File: src/rtl/dmem_ctrl_pkg.sv
// Shared definitions for the data-memory controller.
// Holds the MEM-stage request codes, bus widths and zero constants that
// dmem_ctrl and its users agree on. State encodings stay local to dmem_ctrl.
package dmem_ctrl_pkg;

  localparam int MEMRW_W = 2;   // memrw bus width
  localparam int DATA_W  = 32;  // data bus width
  localparam int ADDR_W  = 32;  // byte address bus width

  localparam logic [MEMRW_W-1:0] MEMRW_IDLE  = 2'b00;
  localparam logic [MEMRW_W-1:0] MEMRW_READ  = 2'b01;
  localparam logic [MEMRW_W-1:0] MEMRW_WRITE = 2'b10;

  localparam logic [DATA_W-1:0] ZERO_DATA = '0;
  localparam logic [ADDR_W-1:0] ZERO_ADDR = '0;

endpackage

File: src/rtl/dmem_ctrl.sv
// dmem_ctrl: turns a single-word MEM-stage read/write into a multi-cycle
// asynchronous-SRAM bus cycle, stalling the pipeline while it is in flight.
//
// Optional feature: define DMEM_ALIGN_CHK_EN to add the addr_err port. A
// misaligned request (memaddr[1:0] != 0) then skips the SRAM and completes
// in one stall cycle with addr_err high in its DONE cycle.
//
// Ports:
//   gclk, grst_n      clock; synchronous active-low reset
//   memrw             00 idle, 01 read, 10 write, 11 treated as idle
//   memaddr, memdata  byte address and write data (latched in IDLE)
//   rdata             last completed read, valid in DONE
//   stall_req         pipeline freeze request (combinational)
//   addr_err          misaligned flag (DMEM_ALIGN_CHK_EN only)
//   sram_*            async SRAM pad signals; strobes active-low, registered
module dmem_ctrl
  import dmem_ctrl_pkg::*;
#(
  parameter int WAIT_CYCLES = 2,
  parameter int SRAM_AW     = 20
) (
  input  logic               gclk,
  input  logic               grst_n,
  input  logic [MEMRW_W-1:0] memrw,
  input  logic [ADDR_W-1:0]  memaddr,
  input  logic [DATA_W-1:0]  memdata,
  output logic [DATA_W-1:0]  rdata,
  output logic               stall_req,
`ifdef DMEM_ALIGN_CHK_EN
  output logic               addr_err,
`endif
  output logic [SRAM_AW-1:0] sram_addr,
  output logic [DATA_W-1:0]  sram_dq_o,
  input  logic [DATA_W-1:0]  sram_dq_i,
  output logic               sram_dq_oe,
  output logic               sram_ce_n,
  output logic               sram_oe_n,
  output logic               sram_we_n
);

  localparam int CNT_W = $clog2(WAIT_CYCLES + 1);
  localparam logic [CNT_W-1:0] CNT_LOAD = CNT_W'(WAIT_CYCLES - 1);

  typedef enum logic [2:0] {
    S_IDLE, S_RD_WAIT, S_WR_SETUP, S_WR_PULSE, S_WR_HOLD, S_DONE
  } state_t;

  state_t           state, nxt;
  logic [CNT_W-1:0] cnt;
  logic             req_rd, req_wr, req, misaligned;
  logic             unused_addr_bits;

  assign req_rd = (memrw == MEMRW_READ);
  assign req_wr = (memrw == MEMRW_WRITE);
  assign req    = req_rd | req_wr;

`ifdef DMEM_ALIGN_CHK_EN
  assign misaligned = (memaddr[1:0] != 2'b00);
`else
  assign misaligned = 1'b0;
`endif

  // Byte offset and bits above the SRAM word range never reach the bus.
  assign unused_addr_bits = ^{memaddr[ADDR_W-1:SRAM_AW+2], memaddr[1:0]};

  // Gated by reset so a request held during reset does not freeze the pipe.
  assign stall_req = grst_n & req & (state != S_DONE);

  always_comb begin
    nxt = state;
    unique case (state)
      S_IDLE: begin
        if (req) begin
          if (misaligned)  nxt = S_DONE;
          else if (req_rd) nxt = S_RD_WAIT;
          else             nxt = S_WR_SETUP;
        end
      end
      S_RD_WAIT:  if (cnt == '0) nxt = S_DONE;
      S_WR_SETUP: nxt = S_WR_PULSE;
      S_WR_PULSE: if (cnt == '0) nxt = S_WR_HOLD;
      S_WR_HOLD:  nxt = S_DONE;
      S_DONE:     nxt = S_IDLE;
      default:    nxt = S_IDLE;
    endcase
  end

  always_ff @(posedge gclk) begin
    if (!grst_n) begin
      state      <= S_IDLE;
      cnt        <= '0;
      rdata      <= ZERO_DATA;
      sram_addr  <= ZERO_ADDR[SRAM_AW-1:0];
      sram_dq_o  <= ZERO_DATA;
      sram_dq_oe <= 1'b0;
      sram_ce_n  <= 1'b1;
      sram_oe_n  <= 1'b1;
      sram_we_n  <= 1'b1;
`ifdef DMEM_ALIGN_CHK_EN
      addr_err   <= 1'b0;
`endif
    end else begin
      state <= nxt;

      // Reload on every state change; only the wait states consume it.
      if (nxt != state)    cnt <= CNT_LOAD;
      else if (cnt != '0)  cnt <= cnt - 1'b1;

      // Latched copies make the bus immune to mid-access input changes.
      if (state == S_IDLE && req) begin
        sram_addr <= memaddr[SRAM_AW+1:2];
        sram_dq_o <= memdata;
      end

      if (state == S_RD_WAIT && nxt == S_DONE) rdata <= sram_dq_i;

      // Strobes come from the next state so they leave a flop glitch-free.
      sram_ce_n  <= !(nxt inside {S_RD_WAIT, S_WR_SETUP, S_WR_PULSE, S_WR_HOLD});
      sram_oe_n  <= (nxt != S_RD_WAIT);
      sram_we_n  <= (nxt != S_WR_PULSE);
      sram_dq_oe <= (nxt inside {S_WR_SETUP, S_WR_PULSE, S_WR_HOLD});
`ifdef DMEM_ALIGN_CHK_EN
      // IDLE -> DONE is taken only by a misaligned request.
      addr_err   <= (state == S_IDLE) && (nxt == S_DONE);
`endif
    end
  end

endmodule

File: config.mk
export PLATFORM = sky130hd
export DESIGN_NAME = dmem_ctrl
export DESIGN_NICKNAME = d
export VERILOG_FILES = /design/src/rtl/dmem_ctrl_pkg.sv /design/src/rtl/dmem_ctrl.sv
export SDC_FILE = /design/constraint.sdc
export NUM_CORES = 1
export LEC_CHECK = 0
export ABC_AREA = 1
export CORE_UTILIZATION = 35
export DETAILED_ROUTE_END_ITERATION = 8
export PLACE_DENSITY_LB_ADDON = 0.12
export SYNTH_ARGS = -nofsm -noshare
export SYNTH_HDL_FRONTEND = slang
export SYNTH_SLANG_ARGS = --single-unit
export TNS_END_PERCENT = 20
File: constraint.sdc
create_clock -name gclk -period 1.6 [get_ports gclk]
set_clock_uncertainty 0.2 [all_clocks]
set_input_delay 0.24 -clock gclk [delete_from_list [all_inputs] [get_ports gclk]]
set_output_delay 0.24 -clock gclk [all_outputs]
set_load 0.005 [all_outputs]
==> results of run 1 <==
power groups by stage:
stage	logic, mW	registers, mW	clock network (mW)
floorplan	1.79	3.60	0
global placement	4.29	3.50	0
global route	4.89	3.61	1.97
finish	4.40	3.51	1.83
CTS	3.94	3.50	1.90
detailed placement	4.36	3.53	0
cell type report:
| class | count | area, µm² |
|---|---|---|
| fillers | 894 | 3500 |
| repair buffers | 207 | 2010 |
| flip-flops and latches | 93 | 1900 |
| inverters | 19 | 76.3 |
| clock inverters | 4 | 97.6 |
| well taps | 129 | 161 |
| multi-input cells | 309 | 1500 |
| clock buffers | 11 | 131 |
placed cells by master (no fill, tap or decap), types with 4 or more instances in the layout:
cell type / instances
sky130_fd_sc_hd__o21ai_0: 68
sky130_fd_sc_hd__nor2_2: 44
sky130_fd_sc_hd__inv_2: 9
sky130_fd_sc_hd__nor2_4: 4
sky130_fd_sc_hd__dfxtp_1: 64
sky130_fd_sc_hd__buf_12: 5
sky130_fd_sc_hd__o21ai_1: 18
sky130_fd_sc_hd__nand3_1: 7
sky130_fd_sc_hd__buf_4: 18
sky130_fd_sc_hd__nand2_2: 4
sky130_fd_sc_hd__nor2_1: 137
sky130_fd_sc_hd__nand2_1: 19
sky130_fd_sc_hd__clkdlybuf4s50_1: 84
sky130_fd_sc_hd__dfxtp_2: 29
sky130_fd_sc_hd__dlygate4sd2_1: 90
sky130_fd_sc_hd__clkbuf_8: 9
sky130_fd_sc_hd__inv_1: 8
flip-flops by register name (all words and copies together) (netlist names):
register,flops
cnt,2
sram_dq_oe,1
sram_we_n,1
state,3
sram_oe_n,1
sram_dq_o,32
sram_addr,20
rdata,32
sram_ce_n,1
per-stage QoR:
step / utilization (%) / worst slack [ns] / TNS, ns / hold slack (ns)
global route: 62.7 / -0.168 / -4.81 / 0.175
finish: 62.7 / -0.0767 / -0.351 / 0.145
CTS: 60.0 / -0.0105 / -0.0105 / 0.148
detailed placement: 58.0 / -0.685 / -24.28 / 0.288
floorplan: - / 0.0722 / 0 / 0.168
global placement: 58.0 / -0.691 / -23.83 / 0.282
kinds of logic (layout without fill, tap and decap cells):
group	count (synthesis)	in the layout	share of synthesized area [%]
AND/OR/NAND/NOR	218	218	25.4
flip-flops	93	93	54.1
AO/OA/AOI/OAI	88	88	12.9
buffers and inverters	46	241	6.72
adder cells (fa/ha/maj)	2	2	0.727
XOR/XNOR	1	1	0.254
layer usage:
layer | share of wire (%) | wire [µm] | vias to the layer above | GRT usage [%]
met5 | 0 | 0 | - | 0
met4 | 1.5 | 154 | 0 | 8.58
met3 | 7.3 | 756 | 11 | 5.94
met2 | 51 | 5220 | 112 | 35.1
met1 | 41 | 4190 | 1636 | 22.5
li1 | - | - | 1795 | -
critical path, cell delays in order (launching register included):
cell and delay (ns):
sky130_fd_sc_hd__dfxtp_2 0.33, sky130_fd_sc_hd__inv_2 0.07, sky130_fd_sc_hd__ha_4 0.15, sky130_fd_sc_hd__inv_2 0.04, sky130_fd_sc_hd__nor2_2 0.08, sky130_fd_sc_hd__inv_2 0.06, sky130_fd_sc_hd__nor2_4 0.12, sky130_fd_sc_hd__buf_4 0.13
sky130_fd_sc_hd__inv_4 0.05, sky130_fd_sc_hd__clkbuf_16 0.16, sky130_fd_sc_hd__nor2_1 0.12, sky130_fd_sc_hd__nor2_1 0.07
timing repair:
item                       in CTS  in global routing
setup buffers                   1                  4
resized for setup             128                 71
pin swaps                       2                  9
cloned                          0                  3
setup endpoints to repair     126                 89
worst paths after layout:
path                            slack [ns]                  start                     to
worst max-delay path                 -0.08    cnt[0]$_SDFFE_PN0P_  rdata[8]$_SDFFE_PN0P_
worst max register to register       -0.08    cnt[0]$_SDFFE_PN0P_  rdata[8]$_SDFFE_PN0P_
worst min register to register        0.30  rdata[7]$_SDFFE_PN0P_  rdata[7]$_SDFFE_PN0P_
worst min-delay path                  0.14                 grst_n   sram_we_n$_SDFF_PN1_
==> PnR_summary.wiki, run 1 <==
{| class="wikitable"
! Metric !! Value
|-
| Total leakage power || 2.82 nW
|-
| Combinational fraction of design power || 45.2%
|-
| Starting density of the core || 36.7%
|-
| CTS Buf Count || 9
|-
| Synth top area cells || sky130_fd_sc_hd__dfxtp_1, sky130_fd_sc_hd__nor2_1, sky130_fd_sc_hd__o21ai_0
|-
| Total power || 9.74 mW
|-
| Wire length after detailed routing || 10,300 µm
|-
| Violations in the final reports || negative setup slack
|-
| Final setup viols || 25
|-
| Portion of total power attributed to the clock network || 18.8%
|-
| Sequential cell fraction of total power || 36.1%
|-
| TritonCTS clock tree || built
|-
| Share of final-layout standard cells stronger than drive strength 1 || 22.1%
|-
| Fraction of post-synthesis cell area in the top cell type by area || 54.1%
|-
| Number of design rule violations left after detail routing || 0
|-
| Main flop type after synthesis || sky130_fd_sc_hd__dfxtp_1
|-
| Post-synthesis cell type count || 19
|-
| CTS H-Tree Depth || 3
|-
| Post-DR wirelength/cell || 13.4 µm
|-
| Worst setup SP type || register
|-
| Number of synthesized register bits || 93
|-
| Hold Path Depth || 3
|-
| Cell accounting for the most synthesized area || sky130_fd_sc_hd__dfxtp_1
|-
| Mean instance size in the synthesized netlist || 7.69 µm²
|-
| Design area || 5870 µm²
|-
| Slew at the pin closest to its max-slew limit || 0.368 ns
|-
| Clock latency on the worst-skew pair || 0.35 ns
|-
| Cell Area, Synth || 3440 µm²
|-
| Clock tree root driver cell || sky130_fd_sc_hd__clkbuf_8
|-
| Total half-perimeter wirelength after legalization and detailed placement || 6880 µm
|-
| Number of port buffers || 176
|-
| Max cap viols || 0
|-
| Pint || 6.39 mW
|-
| Placed Cells || 749
|-
| Unrepaired setup endpoints after global routing || yes
|-
| Vias in the first global route || 3,390
|-
| Cells after synthesis || 448
|-
| Period utilisation layout || 105%
|-
| Max Buffers Root-to-Sink || 2
|-
| Post-synthesis net count || 550
|-
| Sequential cell area fraction in the yosys report || 54.1%
|-
| Final max-slew violation count || 0
|-
| Nets || 741
|-
| Core outline area || 9370 µm²
|-
| Post-route minimum period || 1.68 ns
|-
| Total net switching power || 3.35 mW
|-
| Clock Pin Slew Worst Setup and Hold Paths || 0.09 ns
|-
| Initial antenna violation count || 0
|-
| Worst-path fanout max || 8
|-
| Number of antenna-violating nets in the routed design || 0
|-
| Max_slew headroom || 75.4%
|-
| EDFF count, synth || 0
|-
| Cell area power density || 1660 nW/µm²
|-
| Category of the critical setup timing path || register to register
|-
| Finished Layout Cells || 772
|-
| Switching power share of the total || 34.4%
|-
| Maximum number of pins on one net before global-route repair || 91
|-
| Worst reg-to-reg path cell count || 11
|-
| Number of hold buffers added after cts || 0
|-
| Worst path required time || 1.65 ns
|-
| Count of antenna diodes in the layout || 0
|-
| Clock sinks || 93
|-
| Endpoints failing hold || 0
|-
| Placement row count || 35
|-
| Area after detailed placement || 5440 µm²
|-
| DRT Pass-1 Iters || 6
|-
| Height of the die || 101 µm
|-
| Ys Warns || 0
|-
| Total number of vias || 3,554
|-
| Most repeated cell in the gate-level netlist after synthesis || sky130_fd_sc_hd__nor2_1
|-
| Number of violations reported at the end of detailed-routing iteration 0 || 92
|-
| Die Area || 10,200 µm²
|-
| Drt via density || 4.60
|-
| Combined global-route utilization of all metal layers || 20.0%
|-
| Worst supply voltage drop on vdd || 0.712 mV
|-
| Horizontal die dimension || 101 µm
|-
| Post-synthesis to final-layout area growth || 70.6%
|-
| Kind of capture point of the worst setup path || register
|-
| Global-route wire length before repair || 16,000 µm
|-
| Least setup slack across all paths after layout || -0.0767 ns
|-
| Async SR Flop Fraction || 0%
|-
| Max frequency || 0.596 GHz
|-
| Number of placed I/O pins || 189
|-
| Crit path arrival time || 1.73 ns
|-
| GRT overflow || 0
|-
| Status || complete, but fails checks
|-
| Final weighted congestion in routability-driven placement || 0.815
|-
| Ranking of synthesized cells by instance count || sky130_fd_sc_hd__nor2_1, sky130_fd_sc_hd__dfxtp_1, sky130_fd_sc_hd__o21ai_0
|-
| Worst hold path type || primary input to register
|}
No activity file was read; power rests on OpenSTA's default activity.
==> inputs of run 2 (changes only) <==
CORE_ASPECT_RATIO = 0.7   (was not set)
==> run 2 against run 1 <==
  * The flow still finishes with violations (negative setup slack)
  * Sequential cell count stayed put
  * Cell area is 0.70% higher
  * Fmax up 3.6%
  * Power up 1.1%
  * Via count up 0.37%
  * Cell count fell by 1.0%
  * Global-route usage fell by 0.43 points
  * Clock power is essentially flat
  * Critical endpoint is now rdata[31]$_SDFFE_PN0P_
  * Critical path depth shrank 1
==> PnR_summary.wiki, run 2 (synthesis results as in run 1) <==
{| class="wikitable"
! Metric !! Value
|-
| Core outline area || 9290 µm²
|-
| Worst-path fanout max || 8
|-
| Worst setup path start || cnt[1]$_SDFFE_PP0N_
|-
| Violations in the final reports || negative setup slack
|-
| Horizontal die dimension || 121 µm
|-
| Drt via density || 4.67
|-
| Most used cells in the layout excluding fill and tap cells || sky130_fd_sc_hd__nor2_1, sky130_fd_sc_hd__dfxtp_1, sky130_fd_sc_hd__clkdlybuf4s50_1, sky130_fd_sc_hd__dlygate4sd2_1, sky130_fd_sc_hd__o21ai_0
|-
| Worst hold path type || primary input to register
|-
| DRT Pass-1 Iters || 5
|-
| Endpoints failing hold || 0
|-
| CTS H-Tree Depth || 3
|-
| Placement row count || 29
|-
| Starting density of the core || 37.1%
|-
| Clock sinks || 93
|-
| Height of the die || 85.0 µm
|-
| Total number of vias || 3,567
|-
| Worst supply voltage drop on vdd || 0.966 mV
|-
| Final setup viols || 10
|-
| Launching point of the worst reg2reg path || cnt[1]$_SDFFE_PP0N_
|-
| Most common cell after layout, fill and taps aside || sky130_fd_sc_hd__nor2_1
|-
| Count of antenna diodes in the layout || 0
|-
| Worst setup SP type || register
|-
| Max frequency || 0.618 GHz
|-
| GRT overflow || 0
|-
| Post-DR wirelength/cell || 14.1 µm
|-
| Leading registers by flop count || rdata x32, sram_dq_o x32, sram_addr x20
|-
| Clock Pin Slew Worst Setup and Hold Paths || 0.06 ns
|-
| Worst reg-to-reg setup slack || -0.02 ns
|-
| Category of the critical setup timing path || register to register
|-
| Max cap viols || 0
|-
| Number of placed I/O pins || 189
|-
| Nets || 739
|-
| Final-layout fill cell count || 846
|-
| Period utilisation layout || 101%
|-
| Total half-perimeter wirelength after legalization and detailed placement || 6620 µm
|-
| Status || complete, but fails checks
|-
| Number of port buffers || 176
|-
| Unrepaired setup endpoints after global routing || yes
|-
| Worst reg-to-reg path cell count || 10
|-
| Post-synthesis to final-layout area growth || 71.8%
|-
| Worst path required time || 1.62 ns
|-
| Share of final-layout standard cells stronger than drive strength 1 || 16.1%
|-
| Global-route wire length before repair || 15,700 µm
|-
| Max Buffers Root-to-Sink || 2
|-
| Total power || 9.84 mW
|-
| Number of design rule violations left after detail routing || 0
|-
| Least setup slack across all paths after layout || -0.0189 ns
|-
| Worst Hold Launch || grst_n
|-
| Area after detailed placement || 5400 µm²
|-
| Combined global-route utilization of all metal layers || 19.5%
|-
| Final Core Density || 63.7%
|-
| Die Area || 10,200 µm²
|-
| TritonCTS clock tree || built
|-
| Clock latency on the worst-skew pair || 0.33 ns
|-
| Initial antenna violation count || 0
|-
| Cell area power density || 1660 nW/µm²
|-
| Kind of capture point of the worst setup path || register
|-
| Final weighted congestion in routability-driven placement || 0.814
|-
| Clock tree root driver cell || sky130_fd_sc_hd__clkbuf_16
|-
| Design area || 5910 µm²
|-
| CTS Buf Count || 9
|-
| Total leakage power || 2.85 nW
|-
| Number of hold buffers added after cts || 0
|-
| Multi-input gate area || 1510 µm²
|-
| Final max-slew violation count || 0
|-
| Post-route minimum period || 1.62 ns
|-
| Vias in the first global route || 3,370
|-
| Slew at the pin closest to its max-slew limit || 0.327 ns
|-
| Crit path arrival time || 1.64 ns
|-
| Sequential cell area || 1870 µm²
|-
| Maximum number of pins on one net before global-route repair || 91
|-
| Destination of the critical timing path || rdata[31]$_SDFFE_PN0P_
|-
| Number of antenna-violating nets in the routed design || 0
|-
| Number of violations reported at the end of detailed-routing iteration 0 || 146
|-
| Max_slew headroom || 78.2%
|-
| Capture point of the worst reg-to-reg path || rdata[31]$_SDFFE_PN0P_
|-
| Wire length after detailed routing || 10,800 µm
|}
[run 2: cell count changes in the layout (fill, tap and decap cells not counted), sizes merged]
cell           previous run  this run
dlygate4sd2              90        85
buf                      30        26
dlymetal6s2s              0         4
bufinv                    3         0
clkbuf                   14        17
clkdlybuf4s50            84        85
clkinv                    0         1
[run 2: timing repair]
action / in CTS / in global routing
setup buffers: 1 / 3
setup endpoints to repair: 145 / 89
gates resized for setup: 98 / 67
pin swaps: 1 / 13
cloned: 0 / 6
[run 2: stage by stage]
| step | hold WS (ns) | setup TNS, ns | instances | worst slack [ns] |
|---|---|---|---|---|
| 5_1_grt | 0.199 | -3.71 | 764 | -0.0967 |
| 3_5_place_dp | 0.284 | -22.83 | 740 | -0.669 |
| 4_1_cts | 0.174 | 0 | 755 | 0.00000733 |
| 2_1_floorplan | 0.168 | 0 | 448 | 0.0722 |
| 6_report | 0.188 | -0.111 | 764 | -0.0189 |
| 3_3_place_gp | 0.281 | -21.87 | 740 | -0.677 |
[run 2: layout make-up]
class	count	share of cell area, %
clock inverters	2	0.212
multi-input cells	309	25.6
clock buffers	12	4.00
flip-flops and latches	93	31.6
inverters	19	1.25
well taps	124	2.62
repair buffers	205	34.7
[run 2: how the worst min path moves through the flow]
stage	end	slack [ns]	depth (start not counted)
floorplan	sram_addr[12]$_SDFFE_PN0P_	0.17	2
global placement	rdata[9]$_SDFFE_PN0P_	0.28	2
detailed placement	rdata[6]$_SDFFE_PN0P_	0.28	2
finish	sram_we_n$_SDFF_PN1_	0.19	3
CTS	sram_we_n$_SDFF_PN1_	0.17	3
global route	sram_we_n$_SDFF_PN1_	0.20	3
[run 2: worst max-delay path: stages, from the launching register on]
cell and delay [ns]:
sky130_fd_sc_hd__dfxtp_2 0.32, sky130_fd_sc_hd__inv_2 0.06, sky130_fd_sc_hd__ha_4 0.14, sky130_fd_sc_hd__inv_2 0.03, sky130_fd_sc_hd__nor2_1 0.09, sky130_fd_sc_hd__inv_1 0.08
sky130_fd_sc_hd__nor2_4 0.18, sky130_fd_sc_hd__inv_4 0.09, sky130_fd_sc_hd__clkbuf_16 0.19, sky130_fd_sc_hd__nor2_2 0.08, sky130_fd_sc_hd__nor2_1 0.05
[run 2: routing by layer]
layer / wire (µm) / global-route usage [%] / vias to the layer above
li1: - / - / 1807
met1: 4850 / 23.0 / 1634
met3: 900 / 8.80 / 15
met5: 0 / 0 / -
met2: 4840 / 31.4 / 111
met4: 169 / 7.41 / 0
[run 2: report_power, final]
group	total [mW]	switching (mW)	internal, mW
Clock	1.85	0.819	1.03
Sequential	3.50	0.358	3.14
Combinational	4.49	2.26	2.23
==> inputs of run 3 (changes only) <==
CORE_ASPECT_RATIO = not set   (was 0.7)
HOLD_SLACK_MARGIN = 0.06   (was not set)
==> results of run 3 <==
Final layout, timing and power as in run 1 (identical DEF).
